$ cat config.mk
export PLATFORM = sky130hd
export DESIGN_NAME = iob2wb_bridge_flat
export DESIGN_NICKNAME = d
export VERILOG_FILES = /design/src/rtl/iob2wb_bridge_if.sv /design/src/rtl/iob2wb_bridge.sv /design/src/flat_wrapper.sv
export SDC_FILE = /design/constraint.sdc
export NUM_CORES = 1
export LEC_CHECK = 0
export CAP_MARGIN = 20
export CORE_MARGIN = 2
export CORE_UTILIZATION = 40
export DETAILED_ROUTE_END_ITERATION = 8
export PLACE_DENSITY = 0.78
export SYNTH_ARGS = -nofsm -noshare
export SYNTH_HDL_FRONTEND = slang
export SYNTH_SLANG_ARGS = --single-unit
$ cat constraint.sdc
create_clock -name clk_i -period 6.6 [get_ports clk_i]
set_input_delay 1.98 -clock clk_i [delete_from_list [all_inputs] [get_ports clk_i]]
set_output_delay 1.98 -clock clk_i [all_outputs]
set_load 0.01 [all_outputs]
$ cat src/rtl/iob2wb_bridge_if.sv
// ---------------------------------------------------------------------------
// Bus interfaces for iob2wb_bridge.
//
// iob_if : IOb native bus.
//   valid   request pulse               (master -> slave)
//   address word address, ADDR_W bits   (master -> slave)
//   wdata   write data, DATA_W bits     (master -> slave)
//   wstrb   byte strobes; 0 means read  (master -> slave)
//   rdata   read data, valid with ready (slave -> master)
//   ready   one-cycle response pulse    (slave -> master)
//   error   response ended in bus error or timeout (slave -> master)
//
// wb_if : Wishbone classic bus, signal names seen from the master side.
//   wb_adr_o byte address, ADDR_W+2 bits (master -> slave)
//   wb_dat_o write data                  (master -> slave)
//   wb_sel_o byte selects                (master -> slave)
//   wb_we_o  write enable                (master -> slave)
//   wb_cyc_o cycle valid                 (master -> slave)
//   wb_stb_o strobe                      (master -> slave)
//   wb_dat_i read data                   (slave -> master)
//   wb_ack_i normal termination          (slave -> master)
//   wb_err_i error termination           (slave -> master)
// ---------------------------------------------------------------------------

interface iob_if #(
  parameter int ADDR_W = 12,
  parameter int DATA_W = 32
);
  logic                  valid;
  logic [ADDR_W-1:0]     address;
  logic [DATA_W-1:0]     wdata;
  logic [DATA_W/8-1:0]   wstrb;
  logic [DATA_W-1:0]     rdata;
  logic                  ready;
  logic                  error;

  modport master (
    output valid, address, wdata, wstrb,
    input  rdata, ready, error
  );

  modport slave (
    input  valid, address, wdata, wstrb,
    output rdata, ready, error
  );
endinterface

interface wb_if #(
  parameter int ADDR_W = 12,
  parameter int DATA_W = 32
);
  logic [ADDR_W+1:0]     wb_adr_o;
  logic [DATA_W-1:0]     wb_dat_o;
  logic [DATA_W/8-1:0]   wb_sel_o;
  logic                  wb_we_o;
  logic                  wb_cyc_o;
  logic                  wb_stb_o;
  logic [DATA_W-1:0]     wb_dat_i;
  logic                  wb_ack_i;
  logic                  wb_err_i;

  modport master (
    output wb_adr_o, wb_dat_o, wb_sel_o, wb_we_o, wb_cyc_o, wb_stb_o,
    input  wb_dat_i, wb_ack_i, wb_err_i
  );

  modport slave (
    input  wb_adr_o, wb_dat_o, wb_sel_o, wb_we_o, wb_cyc_o, wb_stb_o,
    output wb_dat_i, wb_ack_i, wb_err_i
  );
endinterface

$ cat src/rtl/iob2wb_bridge.sv
// ---------------------------------------------------------------------------
// iob2wb_bridge
//
// Converts each IOb native request (single-cycle valid pulse) into exactly one
// Wishbone classic cycle and returns the result as a single-cycle ready pulse.
// A wait counter forces termination when the slave never answers.
//
// Ports:
//   clk_i   system clock (only clock)
//   arst_i  asynchronous active-high reset
//   iob     IOb native bus, slave side (valid/address/wdata/wstrb in,
//           rdata/ready/error out)
//   wb      Wishbone classic bus, master side (adr/dat/sel/we/cyc/stb out,
//           dat_i/ack_i/err_i in)
//
// Every output comes straight from a register or from the state register, so
// there is no combinational path from any input to any output.
// ---------------------------------------------------------------------------

module iob2wb_bridge #(
  parameter int ADDR_W  = 12,
  parameter int DATA_W  = 32,
  parameter int TIMEOUT = 255
) (
  input logic  clk_i,
  input logic  arst_i,
  iob_if.slave iob,
  wb_if.master wb
);

  localparam int STRB_W = DATA_W / 8;
  localparam int CNT_W  = $clog2(TIMEOUT + 1);

  // Read data returned when the slave never terminates the cycle.
  localparam logic [DATA_W-1:0] TMO_DATA = {DATA_W/32{32'hDEADBEEF}};

  typedef enum logic [1:0] {
    IDLE = 2'd0,
    BUS  = 2'd1,
    RESP = 2'd2
  } state_t;

  state_t state, state_next;

  // Control strobes decoded by the FSM, consumed by the datapath.
  logic capture;   // accept a new request
  logic term_ack;  // normal termination
  logic term_err;  // slave error termination
  logic term_tmo;  // forced termination on timeout

  // Latched Wishbone request.
  logic [ADDR_W+1:0] adr_q;
  logic [DATA_W-1:0] dat_q;
  logic [STRB_W-1:0] sel_q;
  logic              we_q;

  // Response registers.
  logic [DATA_W-1:0] rdata_q;
  logic              error_q;

  // Wait counter: number of BUS cycles already completed.
  logic [CNT_W-1:0]  cnt_q;
  logic              timeout_hit;

  // The cycle is forced to end on the edge at which the counter would reach
  // TIMEOUT, so BUS lasts exactly TIMEOUT cycles when nobody answers.
  assign timeout_hit = (cnt_q == CNT_W'(TIMEOUT - 1));

  // -------------------------------------------------------------------------
  // State register
  // -------------------------------------------------------------------------
  // NOTE: sequential state is updated with non-blocking assignments only, so
  // every always_ff reads the pre-edge value of every other register.
  always_ff @(posedge clk_i or posedge arst_i) begin
    if (arst_i) begin
      state <= IDLE;
    end else begin
      state <= state_next;
    end
  end

  // -------------------------------------------------------------------------
  // Next-state and control decode
  // -------------------------------------------------------------------------
  // NOTE: every signal written here gets a default first; a missing default
  // on any path would infer a latch.
  always_comb begin
    state_next = state;
    capture    = 1'b0;
    term_ack   = 1'b0;
    term_err   = 1'b0;
    term_tmo   = 1'b0;

    unique case (state)
      IDLE: begin
        if (iob.valid) begin
          capture    = 1'b1;
          state_next = BUS;
        end
      end

      BUS: begin
        // Error wins over a simultaneous ack; timeout only when both are low.
        if (wb.wb_err_i) begin
          term_err = 1'b1;
        end else if (wb.wb_ack_i) begin
          term_ack = 1'b1;
        end else if (timeout_hit) begin
          term_tmo = 1'b1;
        end

        if (wb.wb_err_i || wb.wb_ack_i || timeout_hit) begin
          state_next = RESP;
        end
      end

      RESP: begin
        state_next = IDLE;
      end

      default: begin
        state_next = IDLE;
      end
    endcase
  end

  // -------------------------------------------------------------------------
  // Request latch and wait counter
  // -------------------------------------------------------------------------
  always_ff @(posedge clk_i or posedge arst_i) begin
    if (arst_i) begin
      adr_q <= '0;
      dat_q <= '0;
      sel_q <= '0;
      we_q  <= 1'b0;
      cnt_q <= '0;
    end else begin
      if (capture) begin
        adr_q <= {iob.address, 2'b00};
        dat_q <= iob.wdata;
        we_q  <= |iob.wstrb;
        // Reads select every byte lane; writes pass the strobes through.
        sel_q <= (|iob.wstrb) ? iob.wstrb : {STRB_W{1'b1}};
        cnt_q <= '0;
      end else if (state == BUS) begin
        cnt_q <= cnt_q + CNT_W'(1);
      end
    end
  end

  // -------------------------------------------------------------------------
  // Response registers
  // -------------------------------------------------------------------------
  always_ff @(posedge clk_i or posedge arst_i) begin
    if (arst_i) begin
      rdata_q <= '0;
      error_q <= 1'b0;
    end else begin
      if (term_err) begin
        rdata_q <= '0;
        error_q <= 1'b1;
      end else if (term_ack) begin
        rdata_q <= we_q ? '0 : wb.wb_dat_i;
        error_q <= 1'b0;
      end else if (term_tmo) begin
        rdata_q <= TMO_DATA;
        error_q <= 1'b1;
      end else if (state == RESP) begin
        // Response is only meaningful during the ready cycle.
        rdata_q <= '0;
        error_q <= 1'b0;
      end
    end
  end

  // -------------------------------------------------------------------------
  // Outputs
  // -------------------------------------------------------------------------
  // cyc/stb decode straight from the state register: they rise on the edge
  // that accepts valid, fall on the edge that enters RESP (the same edge that
  // raises ready), and drop immediately on reset.
  assign wb.wb_cyc_o = (state == BUS);
  assign wb.wb_stb_o = (state == BUS);
  assign wb.wb_adr_o = adr_q;
  assign wb.wb_dat_o = dat_q;
  assign wb.wb_sel_o = sel_q;
  assign wb.wb_we_o  = we_q;

  assign iob.ready   = (state == RESP);
  assign iob.rdata   = rdata_q;
  assign iob.error   = error_q;

endmodule

$ cat src/flat_wrapper.sv
// flat-port wrapper written by rule: the top's interface ports become plain ports
module iob2wb_bridge_flat 
#(
  parameter int ADDR_W  = 12,
  parameter int DATA_W  = 32,
  parameter int TIMEOUT = 255
)
  (clk_i, arst_i, iob_valid, iob_address, iob_wdata, iob_wstrb, iob_rdata, iob_ready, iob_error, wb_wb_adr_o, wb_wb_dat_o, wb_wb_sel_o, wb_wb_we_o, wb_wb_cyc_o, wb_wb_stb_o, wb_wb_dat_i, wb_wb_ack_i, wb_wb_err_i);
  iob_if #(.ADDR_W(ADDR_W), .DATA_W(DATA_W)) iob_i ();
  wb_if #(.ADDR_W(ADDR_W), .DATA_W(DATA_W)) wb_i ();
  input logic clk_i;
  input logic arst_i;
  input wire logic [$bits(iob_i.valid)-1:0] iob_valid;
  input wire logic [$bits(iob_i.address)-1:0] iob_address;
  input wire logic [$bits(iob_i.wdata)-1:0] iob_wdata;
  input wire logic [$bits(iob_i.wstrb)-1:0] iob_wstrb;
  output wire logic [$bits(iob_i.rdata)-1:0] iob_rdata;
  output wire logic [$bits(iob_i.ready)-1:0] iob_ready;
  output wire logic [$bits(iob_i.error)-1:0] iob_error;
  output wire logic [$bits(wb_i.wb_adr_o)-1:0] wb_wb_adr_o;
  output wire logic [$bits(wb_i.wb_dat_o)-1:0] wb_wb_dat_o;
  output wire logic [$bits(wb_i.wb_sel_o)-1:0] wb_wb_sel_o;
  output wire logic [$bits(wb_i.wb_we_o)-1:0] wb_wb_we_o;
  output wire logic [$bits(wb_i.wb_cyc_o)-1:0] wb_wb_cyc_o;
  output wire logic [$bits(wb_i.wb_stb_o)-1:0] wb_wb_stb_o;
  input wire logic [$bits(wb_i.wb_dat_i)-1:0] wb_wb_dat_i;
  input wire logic [$bits(wb_i.wb_ack_i)-1:0] wb_wb_ack_i;
  input wire logic [$bits(wb_i.wb_err_i)-1:0] wb_wb_err_i;
  assign iob_i.valid = iob_valid;
  assign iob_i.address = iob_address;
  assign iob_i.wdata = iob_wdata;
  assign iob_i.wstrb = iob_wstrb;
  assign iob_rdata = iob_i.rdata;
  assign iob_ready = iob_i.ready;
  assign iob_error = iob_i.error;
  assign wb_wb_adr_o = wb_i.wb_adr_o;
  assign wb_wb_dat_o = wb_i.wb_dat_o;
  assign wb_wb_sel_o = wb_i.wb_sel_o;
  assign wb_wb_we_o = wb_i.wb_we_o;
  assign wb_wb_cyc_o = wb_i.wb_cyc_o;
  assign wb_wb_stb_o = wb_i.wb_stb_o;
  assign wb_i.wb_dat_i = wb_wb_dat_i;
  assign wb_i.wb_ack_i = wb_wb_ack_i;
  assign wb_i.wb_err_i = wb_wb_err_i;
  iob2wb_bridge #(.ADDR_W(ADDR_W), .DATA_W(DATA_W), .TIMEOUT(TIMEOUT)) u_core (.clk_i(clk_i), .arst_i(arst_i), .iob(iob_i), .wb(wb_i));
endmodule
# == Word-level counts from Yosys, hierarchy flattened ==
# Index checks and enable logic that the tools add are counted.
# word_totals
out_inout_bits,87
wordCells,47
regBits,92
# op_classes
reduce_logical,7
n_eq_ne,5
add_sub_neg,1
mux,26
# op_table
op,n
32-bit 2-to-1 mux,5
8-bit 2-to-1 mux,2
1-bit 2-to-1 mux,15
"8-bit by 1-bit adder with 8-bit output, second input constant",1
"8-bit == test, second input constant",1
2-bit 2-to-1 mux,2
4-bit 2-to-1 mux,1
2-bit case mux with 2 select lines,1
4-bit nonzero test,1
4-bit OR reduction,1
"2-bit by 1-bit == test with 1-bit output, second input constant",1
"2-bit == test, second input constant",1
2-bit zero test,1
1-bit logical OR,2
"2-bit by 1-bit inequality test with 1-bit output, second input constant",1
"2-bit inequality test, second input constant",1
2-bit AND reduction,1
2-bit nonzero test,1

# == Logic depth before layout (Yosys ltp) ==
# Gate-level depths: netlist of the first run.
# logic_depth
depth_word,8
ltp_mapped,7

# == Worst setup path after synthesis of the first run ==
# No wires, ideal clock.
# synth_timing
path_type,register -> output
start,register u_core.state[1]
end,output wb_wb_stb_o
t_arrival_ps,865
required_time_ps,4620
stages_incl_launch_ff,5
path_buffers,2
slack_ps,3755
path_cell_list,dfrtp_1 -> nand2b_1 -> buf_2 -> inv_4 -> buf_4
# synth_via
elab_chain_cells,1
# synth_rtl
element,line,text
"start, declared",iob2wb_bridge.sv:43,"state_t state, state_next;"
"start signal, assigned",iob2wb_bridge.sv:78,state <= state_next;
2-bit by 1-bit == test with 1-bit output,--,
"end, declared",flat_wrapper.sv:25,output wire logic [$bits(wb_i.wb_stb_o)-1:0] wb_wb_stb_o;
# Every way passes these cells.

# == Final worst setup path of the first run ==
# layout_timing
start,register u_core.state[1]
end,output wb_wb_stb_o
# layout_via
elab_chain_cells,1
# layout_rtl
element,line,text
2-bit by 1-bit == test with 1-bit output,iob2wb_bridge.sv:183,assign wb.wb_stb_o = (state == BUS);
# Every way passes these cells.

==> flow_summary.ini, run 1 <==
[yosys]
yosysWarnings = 0
synth.most_common_cell = nand2_1
syn-cell-area_um2 = 3741
synthMuxAreaShare_pct = 0
synth_top_family_by_area = simple AND/OR/NAND/NOR gates
synth.area.top_cells = dfrtp_1 62%, nand2_1 15%, o2bb2ai_1 5.6%, a21oi_1 3.2%, o21ai_0 2.1%
ys_ff_latch = 92
synth-xor-area-share_pct = 0.4682
synthDistinctLibCells = 34
synth-async-reset-ratio_pct = 100.0
synth_edf_count = 0
synth_fa_ha_area_share_pct = 0.9365
synth.largest_area_cell = dfrtp_1
synth_flop_cell = dfrtp_1
synth.top_cell.area_share_pct = 61.54
yosys.area_share.simple_pct = 18.73
synth.cells.most_frequent = 147 x nand2_1, 92 x dfrtp_1, 24 x a21oi_1, 24 x o2bb2ai_1, 16 x o21ai_0
synth_compound_area_share_pct = 14.25
syn_avg_cell_area_um2 = 9.819
synthCells = 381
ys_seq_area_share_pct = 61.54

[timing]
worst_pin_slew_ns = 0.9712
min_period_over_period_pct = 57.22
post-route-min-period_ns = 3.777
rsz0062_at_grt = false
timing.slew.headroom_pct = 35.02
drv_slew = 0
fin_setup_tns_ns = 0
skew_ns = 0.01173
max_freq_mhz = 264.8
setup_viol = 0
hold_viol_final = 0

[critical_path]
cp.required_ns = 4.62
crit_family = buffers and inverters
critPathMaxFanout = 9
start_kind = flop
crit_arrival_ns = 1.80
crit_buf_inv = 2
max_stage_delay_ns = 0.58
slowest_stage = clkdlybuf4s50_1
critPathCaptureType = primary output
path_class = reg2out
crit_chain = nand2b_1, inv_4, clkdlybuf4s50_1

[placement]
placed_cell_area_um2 = 5479
place_congestion = 0.7794
dp_hpwl_um = 6830
portBuffers = 169

[worst_hold_path]
hold_class = reg2reg

[run]
drv_cap = 0

[clock_network]
max-clock-path-buffers = 2
cts.clk_slew.worst_paths_ns = 0.09
cts.repair.resized = 0
cts_sinks = 92
cts_made_buffers = 9
cts_hold_buf = 0
cts-root-buf = clkbuf_8
cts_tree = yes
htree_num_levels = 3
cts_setup_buffers = 0
worstSkewPairLatency_ns = 0.35

[run_status]
status = complete, no violations

[die]
die_area_um2 = 10140
top_level_ports = 172
row_count = 35
start_util_pct = 40.87
fp.dieW_um = 100.7
coreArea_um2 = 9153
die_h_um = 100.7

[routing]
ant_nets = 0
wirelength_um = 9832
wl_per_cell_um = 14.96
drt-pass1-iter-count = 4
routed_via_density = 4.965
drt_iter0_markers = 126
drcViolationCount = 0
via_count = 3262

[grt]
globalRouteOverflowTotal = 0
antenna_found_initial = 0
track_usage_pct = 19.94
grt_pass1_wl_um = 16130
grt_pass1_vias = 3361
grt_max_degree = 52

[power]
combPwrFrac_pct = 39.1
swShare_pct = 33.03
power_frac_clock_pct = 19.0
power_density_nw_per_um2 = 354.0
p_int_w = 0.001347
switchingPower_w = 0.0006643
peakVddDrop_uv = 180.6
p_seq_share_pct = 41.9
power_leakage_nw = 2.598

[cells_and_area]
syn_to_final_growth_pct = 51.87
n_fill_cell = 774
final_area_um2 = 5682
antenna_cells = 0
fin_nets = 628
drive_gt1_share_pct = 4.945
[power groups by stage]
stage	Clock [W]	Combinational (W)	Sequential (W)
after floorplan	0	0.000258	0.000921
after global routing	0.000416	0.000860	0.000868
final	0.000382	0.000786	0.000843
after CTS	0.000395	0.000796	0.000845
after detailed placement	0	0.000792	0.000854
after global placement	0	0.000778	0.000847
[per-stage QoR]
stage	util (%)	cells	hold WS [ns]	total power [W]	worst slack, ns
CTS	62.08	657	0.4842	0.002036	2.796
floorplan	-	382	0.4699	0.001180	2.228
global route	62.08	657	0.5124	0.002143	2.693
finish	62.08	657	0.4768	0.002011	2.823
detailed placement	59.86	641	0.4619	0.001646	2.911
global placement	59.86	641	0.4568	0.001625	2.985
[per-layer routing]
metal  part of all wire [%]  routed length [um]  GRT usage [%]
met3                     10                1032          7.836
met1                     43                4258          25.84
met4                    1.1                 104          6.744
met2                     45                4437          30.67
met5                      0                   0              0
[layout make-up]
type / count / area, um^2 / area share, %
Clock buffer: 11 / 141.4 / 2.488
Clock inverter: 5 / 61.31 / 1.079
Inverter: 6 / 26.28 / 0.4625
Multi-Input combinational cell: 260 / 1297 / 22.84
Sequential cell: 92 / 2302 / 40.52
Tap cell: 111 / 138.9 / 2.444
Timing Repair Buffer: 172 / 1714 / 30.17
[tightest hold or removal path: cells and delay by family (launching register included)]
| family | cells | cell delay [ns] |
|---|---|---|
| simple gates | 2 | 0.10 |
| flops | 1 | 0.35 |
[registers in the layout, indices dropped and copies added (netlist names)]
signal              count
u_core.state            2
u_core.wb.wb_we_o       1
u_core.wb.wb_dat_o     32
u_core.iob.rdata       32
u_core.wb.wb_adr_o     12
u_core.wb.wb_sel_o      4
u_core.cnt_q            8
u_core.iob.error        1
[cells by family (layout without fill, tap and decap cells)]
logic type / Yosys count / count (layout)
flops: 92 / 92
compound gates: 79 / 79
xor+xnor: 2 / 2
fa+ha+maj: 3 / 3
other cells: 1 / 2
buf+inv: 30 / 194
simple gates: 174 / 174
[cell usage in the layout (no fill, tap or decap), types with 2 or more instances in the layout]
master / instances
o21ai_0: 16
ha_1: 2
clkdlybuf4s50_1: 169
dfrtp_1: 92
a21oi_1: 24
inv_1: 4
conb_1: 2
clkbuf_8: 10
a22o_1: 8
o2bb2ai_1: 24
nand2_1: 146
buf_4: 3
nand3_1: 5
nand2_2: 2
nor2_1: 9
clkinvlp_4: 3
nor3_1: 6
[final timing paths]
kind | start | end | slack, ns | depth (start not counted)
worst max-delay path | u_core.state[1] | wb_wb_stb_o | 2.82 | 3
worst min-delay path | u_core.wb.wb_dat_o[15] | u_core.wb.wb_dat_o[15] | 0.48 | 2
worst max register to register | u_core.state[1] | u_core.iob.rdata[29] | 4.75 | 5
worst min register to register | u_core.wb.wb_dat_o[15] | u_core.wb.wb_dat_o[15] | 0.48 | 2
max in group asynchronous | arst_i | u_core.iob.rdata[15] | 3.48 | 3
min in group asynchronous | arst_i | u_core.wb.wb_adr_o[9] | 2.05 | 2
Note: power is estimated with default switching activity, not from simulation.
==> run 2, diff against run 1 <==
- CORE_UTILIZATION: 40 -> 37
- PLACE_DENSITY: 0.78 -> 0.76
- clock period: 6.6 -> 3.1 ns (I/O delays scaled with it)
==> run 2 against run 1 <==
  * Global-route usage down 1.6 points
  * Largest power group unchanged
  * Via count grew 0.58%
  * Sequential share of layout area is 0.55 points lower
  * Hold slack gained 0.0034 ns
  * Critical path depth unchanged
==> flow_summary.ini, run 2 (synthesis results as in run 1) <==
[worst_hold_path]
hold_class = reg2reg
hold_depth = 2

[power]
combPwrFrac_pct = 39.2
p_int_w = 0.002871
power_density_nw_per_um2 = 746.5
swShare_pct = 33.22
power_leakage_nw = 2.626
power_frac_clock_pct = 18.9
finalPower_w = 0.004299
peakVddDrop_uv = 349.5
switchingPower_w = 0.001428
p_seq_share_pct = 41.9

[timing]
skew_ns = 0.006060
timing.slew.headroom_pct = 52.68
worst_slack_ns = 0.3641
min_period_over_period_pct = 88.25
post-route-min-period_ns = 2.736
hold_viol_final = 0
rsz0062_at_grt = false
setup_viol = 0
holdWs_ns = 0.4802
max_freq_mhz = 365.5
drv_slew = 0
fin_setup_tns_ns = 0
worst_pin_slew_ns = 0.7090

[die]
coreArea_um2 = 9774
top_level_ports = 172
row_count = 36
fp.dieW_um = 104.6
die_area_um2 = 10930
die_h_um = 104.6
start_util_pct = 38.27

[clock_network]
max-clock-path-buffers = 2
cts.clk_slew.worst_paths_ns = 0.09
cts_hold_buf = 0
cts_made_buffers = 9
worstSkewPairLatency_ns = 0.35
cts_sinks = 92
cts_tree = yes
htree_num_levels = 3
cts.repair.resized = 0
cts-root-buf = clkbuf_8
cts_setup_buffers = 0

[routing]
wirelength_um = 9841
drt-pass1-iter-count = 4
drt_iter0_markers = 122
wl_per_cell_um = 14.45
ant_nets = 0
via_count = 3281
drcViolationCount = 0
routed_via_density = 4.818

[placement]
place_ws_ns = 0.6663
place_congestion = 0.8132
dp_hpwl_um = 6967
portBuffers = 169
placed_cell_area_um2 = 5562

[cells_and_area]
syn_to_final_growth_pct = 53.95
drive_gt1_share_pct = 5.474
final_area_um2 = 5759
final_common_cell = clkdlybuf4s50_1
fin_nets = 630
antenna_cells = 0
most-common-layout-cells = 169 x clkdlybuf4s50_1, 146 x nand2_1, 92 x dfrtp_1, 24 x a21oi_1, 24 x o2bb2ai_1

[grt]
antenna_found_initial = 0
grt_max_degree = 93
grt_pass1_vias = 3211
globalRouteOverflowTotal = 0
track_usage_pct = 18.29
grt_pass1_wl_um = 16170

[run]
drv_cap = 0

[critical_path]
start_kind = flop
path_class = reg2out
crit_arrival_ns = 1.81
cp.required_ns = 2.17
critPathMaxFanout = 9
reg2reg_slack_ns = 1.27
worstRegToRegCells = 5
critPathCaptureType = primary output

[run_status]
status = complete, no violations
run 2: final timing paths:
check,startpoint,endpoint
setup / recovery,u_core.state[1],wb_wb_cyc_o
hold / removal,u_core.wb.wb_dat_o[27],u_core.wb.wb_dat_o[27]
setup reg to reg,u_core.state[1],u_core.iob.rdata[4]
hold reg to reg,u_core.wb.wb_dat_o[27],u_core.wb.wb_dat_o[27]
max in group asynchronous,arst_i,u_core.wb.wb_adr_o[6]
min in group asynchronous,arst_i,u_core.iob.rdata[16]
run 2: per-layer routing:
metal	part of all wire [%]	track usage (%)	vias to the layer above
met2	45	28.24	132
li1	-	-	1589
met1	43	23.68	1543
met3	9.7	6.800	17
met4	1.6	6.371	0
met5	0	0	-
run 2: power by group through the flow:
| stage | sequential (W) | combinational (W) | clock, W |
|---|---|---|---|
| global route | 0.00185 | 0.00184 | 0.000881 |
| detailed placement | 0.00182 | 0.00171 | 0 |
| floorplan | 0.00196 | 0.000550 | 0 |
| global placement | 0.00181 | 0.00167 | 0 |
| CTS | 0.00180 | 0.00171 | 0.000833 |
| finish | 0.00180 | 0.00169 | 0.000811 |
run 2: through the flow:
step,util (%),cells
floorplan,-,382
global placement,56.90,665
detailed placement,56.90,665
CTS,58.92,681
global route,58.92,681
finish,58.92,681
run 2: critical path, stage by stage, from the launching register on:
cell             delay (ns)
dfrtp_1                0.40
nand2b_1               0.32
inv_4                  0.18
clkdlybuf4s50_1        0.55
run 2: cell type report:
class	count	area (um^2)
multi-input combinational	260	1297
timing repair buffer	174	1767
tap	133	166.4
sequential	92	2302
clock buffer	9	123.9
fill	859	4015
clock inverter	7	73.82
inverter	6	28.78
==> run 3, diff against run 2 <==
- CELL_PAD_IN_SITES_DETAIL_PLACEMENT: not set -> 1
- CELL_PAD_IN_SITES_GLOBAL_PLACEMENT: not set -> 2
- CORE_ASPECT_RATIO: not set -> 1.75
- CORE_UTILIZATION: 37 -> 25
- PLACE_DENSITY: 0.76 -> 0.84
- clock period: 3.1 -> 3.3 ns (I/O delays scaled with it)
==> run 3 against run 2 <==
  * Critical path depth stayed put
  * Non-clock buffer count stayed put
  * Clock power is 31% higher
  * Critical path type unchanged
  * Critical endpoint is now wb_wb_stb_o
  * Largest power group unchanged
==> flow_summary.ini, run 3 (synthesis results as in run 1) <==
[run_status]
status = complete, no violations

[timing]
max_freq_mhz = 356.9
min_period_over_period_pct = 84.91
worst_pin_slew_ns = 0.7685
hold_viol_final = 0
post-route-min-period_ns = 2.802
fin_setup_tns_ns = 0
timing.slew.headroom_pct = 48.71
skew_ns = 0.006395
holdWs_ns = 0.4748
drv_slew = 0
setup_viol = 0
rsz0062_at_grt = false

[clock_network]
worstSkewPairLatency_ns = 0.34
cts.clk_slew.worst_paths_ns = 0.06
htree_num_levels = 3
cts_hold_buf = 0
cts-root-buf = clkbuf_16
cts_setup_buffers = 0
cts_sinks = 92
max-clock-path-buffers = 2
cts_tree = yes
cts.repair.resized = 0
cts_made_buffers = 9

[die]
row_count = 59
die_h_um = 165.8
fp.dieW_um = 96.47
die_area_um2 = 16000
top_level_ports = 172
coreArea_um2 = 14760
start_util_pct = 25.34

[critical_path]
path_class = reg2out
critPathCaptureType = primary output
cp.required_ns = 2.31
critPathMaxFanout = 9
start_kind = flop
crit_arrival_ns = 1.81

[power]
p_int_w = 0.002951
power_leakage_nw = 2.671
finalPower_w = 0.004359
switchingPower_w = 0.001408
peakVddDrop_uv = 232.5
p_seq_share_pct = 38.8
power_frac_clock_pct = 24.2
power_density_nw_per_um2 = 736.0
combPwrFrac_pct = 37.0
swShare_pct = 32.30

[cells_and_area]
n_fill_cell = 1681
fin_nets = 630
finish.utilization_pct = 40.12
multi_input_area_um2 = 1297
ff_latch_area_um2 = 2302
most-common-layout-cells = 169 x clkdlybuf4s50_1, 146 x nand2_1, 92 x dfrtp_1, 24 x a21oi_1, 24 x o2bb2ai_1
final_area_um2 = 5923
syn_to_final_growth_pct = 58.33
final_common_cell = clkdlybuf4s50_1
antenna_cells = 0
drive_gt1_share_pct = 5.302

[routing]
drt-pass1-iter-count = 4
drcViolationCount = 0
wirelength_um = 11900
drt_iter0_markers = 76
routed_via_density = 4.610
ant_nets = 0
wl_per_cell_um = 16.30
via_count = 3365

[grt]
grt_pass1_wl_um = 19240
grt_pass1_vias = 3708
grt_use_met2_pct = 27.48
grtUsageMet1_pct = 16.89
track_usage_pct = 15.36
busiest_layer = met2
antenna_found_initial = 0
globalRouteOverflowTotal = 0
grt_max_degree = 93
grtUsageMet3_pct = 4.809

[placement]
dp_hpwl_um = 8675
placed_cell_area_um2 = 5624
portBuffers = 169
place_congestion = 0.7636

[run]
drv_cap = 0

[worst_hold_path]
hold_class = reg2reg
[run 3: metal layers]
metal / part of all wire [%] / wire [um] / vias to the layer above
met4: 1.6 / 191 / 0
met1: 38 / 4543 / 1654
met5: 0 / 0 / -
met2: 53 / 6318 / 121
met3: 7.1 / 844 / 11
li1: - / - / 1579
[run 3: layout make-up]
| class | instances | area share [%] |
|---|---|---|
| inverter | 6 | 0.4858 |
| clock buffer | 10 | 4.035 |
| timing repair buffer | 174 | 29.83 |
| sequential | 92 | 38.87 |
| multi-input combinational | 260 | 21.91 |
| tap | 183 | 3.866 |
| clock inverter | 5 | 1.014 |
[run 3: final timing paths]
| path | from | endpoint | slack (ns) | cells after the start |
|---|---|---|---|---|
| worst max register to register | u_core.state[1] | u_core.iob.rdata[4] | 1.40 | 5 |
| worst min-delay path | u_core.wb.wb_sel_o[0] | u_core.wb.wb_sel_o[0] | 0.47 | 2 |
| worst min register to register | u_core.wb.wb_sel_o[0] | u_core.wb.wb_sel_o[0] | 0.47 | 2 |
| worst max-delay path | u_core.state[1] | wb_wb_stb_o | 0.50 | 3 |
| max in group asynchronous | arst_i | u_core.wb.wb_sel_o[0] | 1.76 | 3 |
| min in group asynchronous | arst_i | u_core.wb.wb_dat_o[27] | 1.15 | 3 |
[run 3: critical path: stages, from the launching register on]
cell	delay, ns
dfrtp_1	0.40
nand2b_1	0.32
inv_4	0.19
clkdlybuf4s50_1	0.55
[run 3: metrics by stage]
stage          setup slack [ns]  std cells
4_1_cts                  0.4556        730
6_report                 0.4980        730
3_3_place_gp             0.8174        715
5_1_grt                  0.4017        730
2_1_floorplan             1.232        382
3_5_place_dp             0.7690        715
[run 3: power groups by stage]
| stage | Sequential [W] | Combinational [W] | Clock, W |
|---|---|---|---|
| after floorplan | 0.00184 | 0.000517 | 0 |
| after CTS | 0.00170 | 0.00165 | 0.00111 |
| after global routing | 0.00174 | 0.00178 | 0.00115 |
| after global placement | 0.00170 | 0.00160 | 0 |
| after detailed placement | 0.00171 | 0.00164 | 0 |
| final | 0.00169 | 0.00161 | 0.00106 |
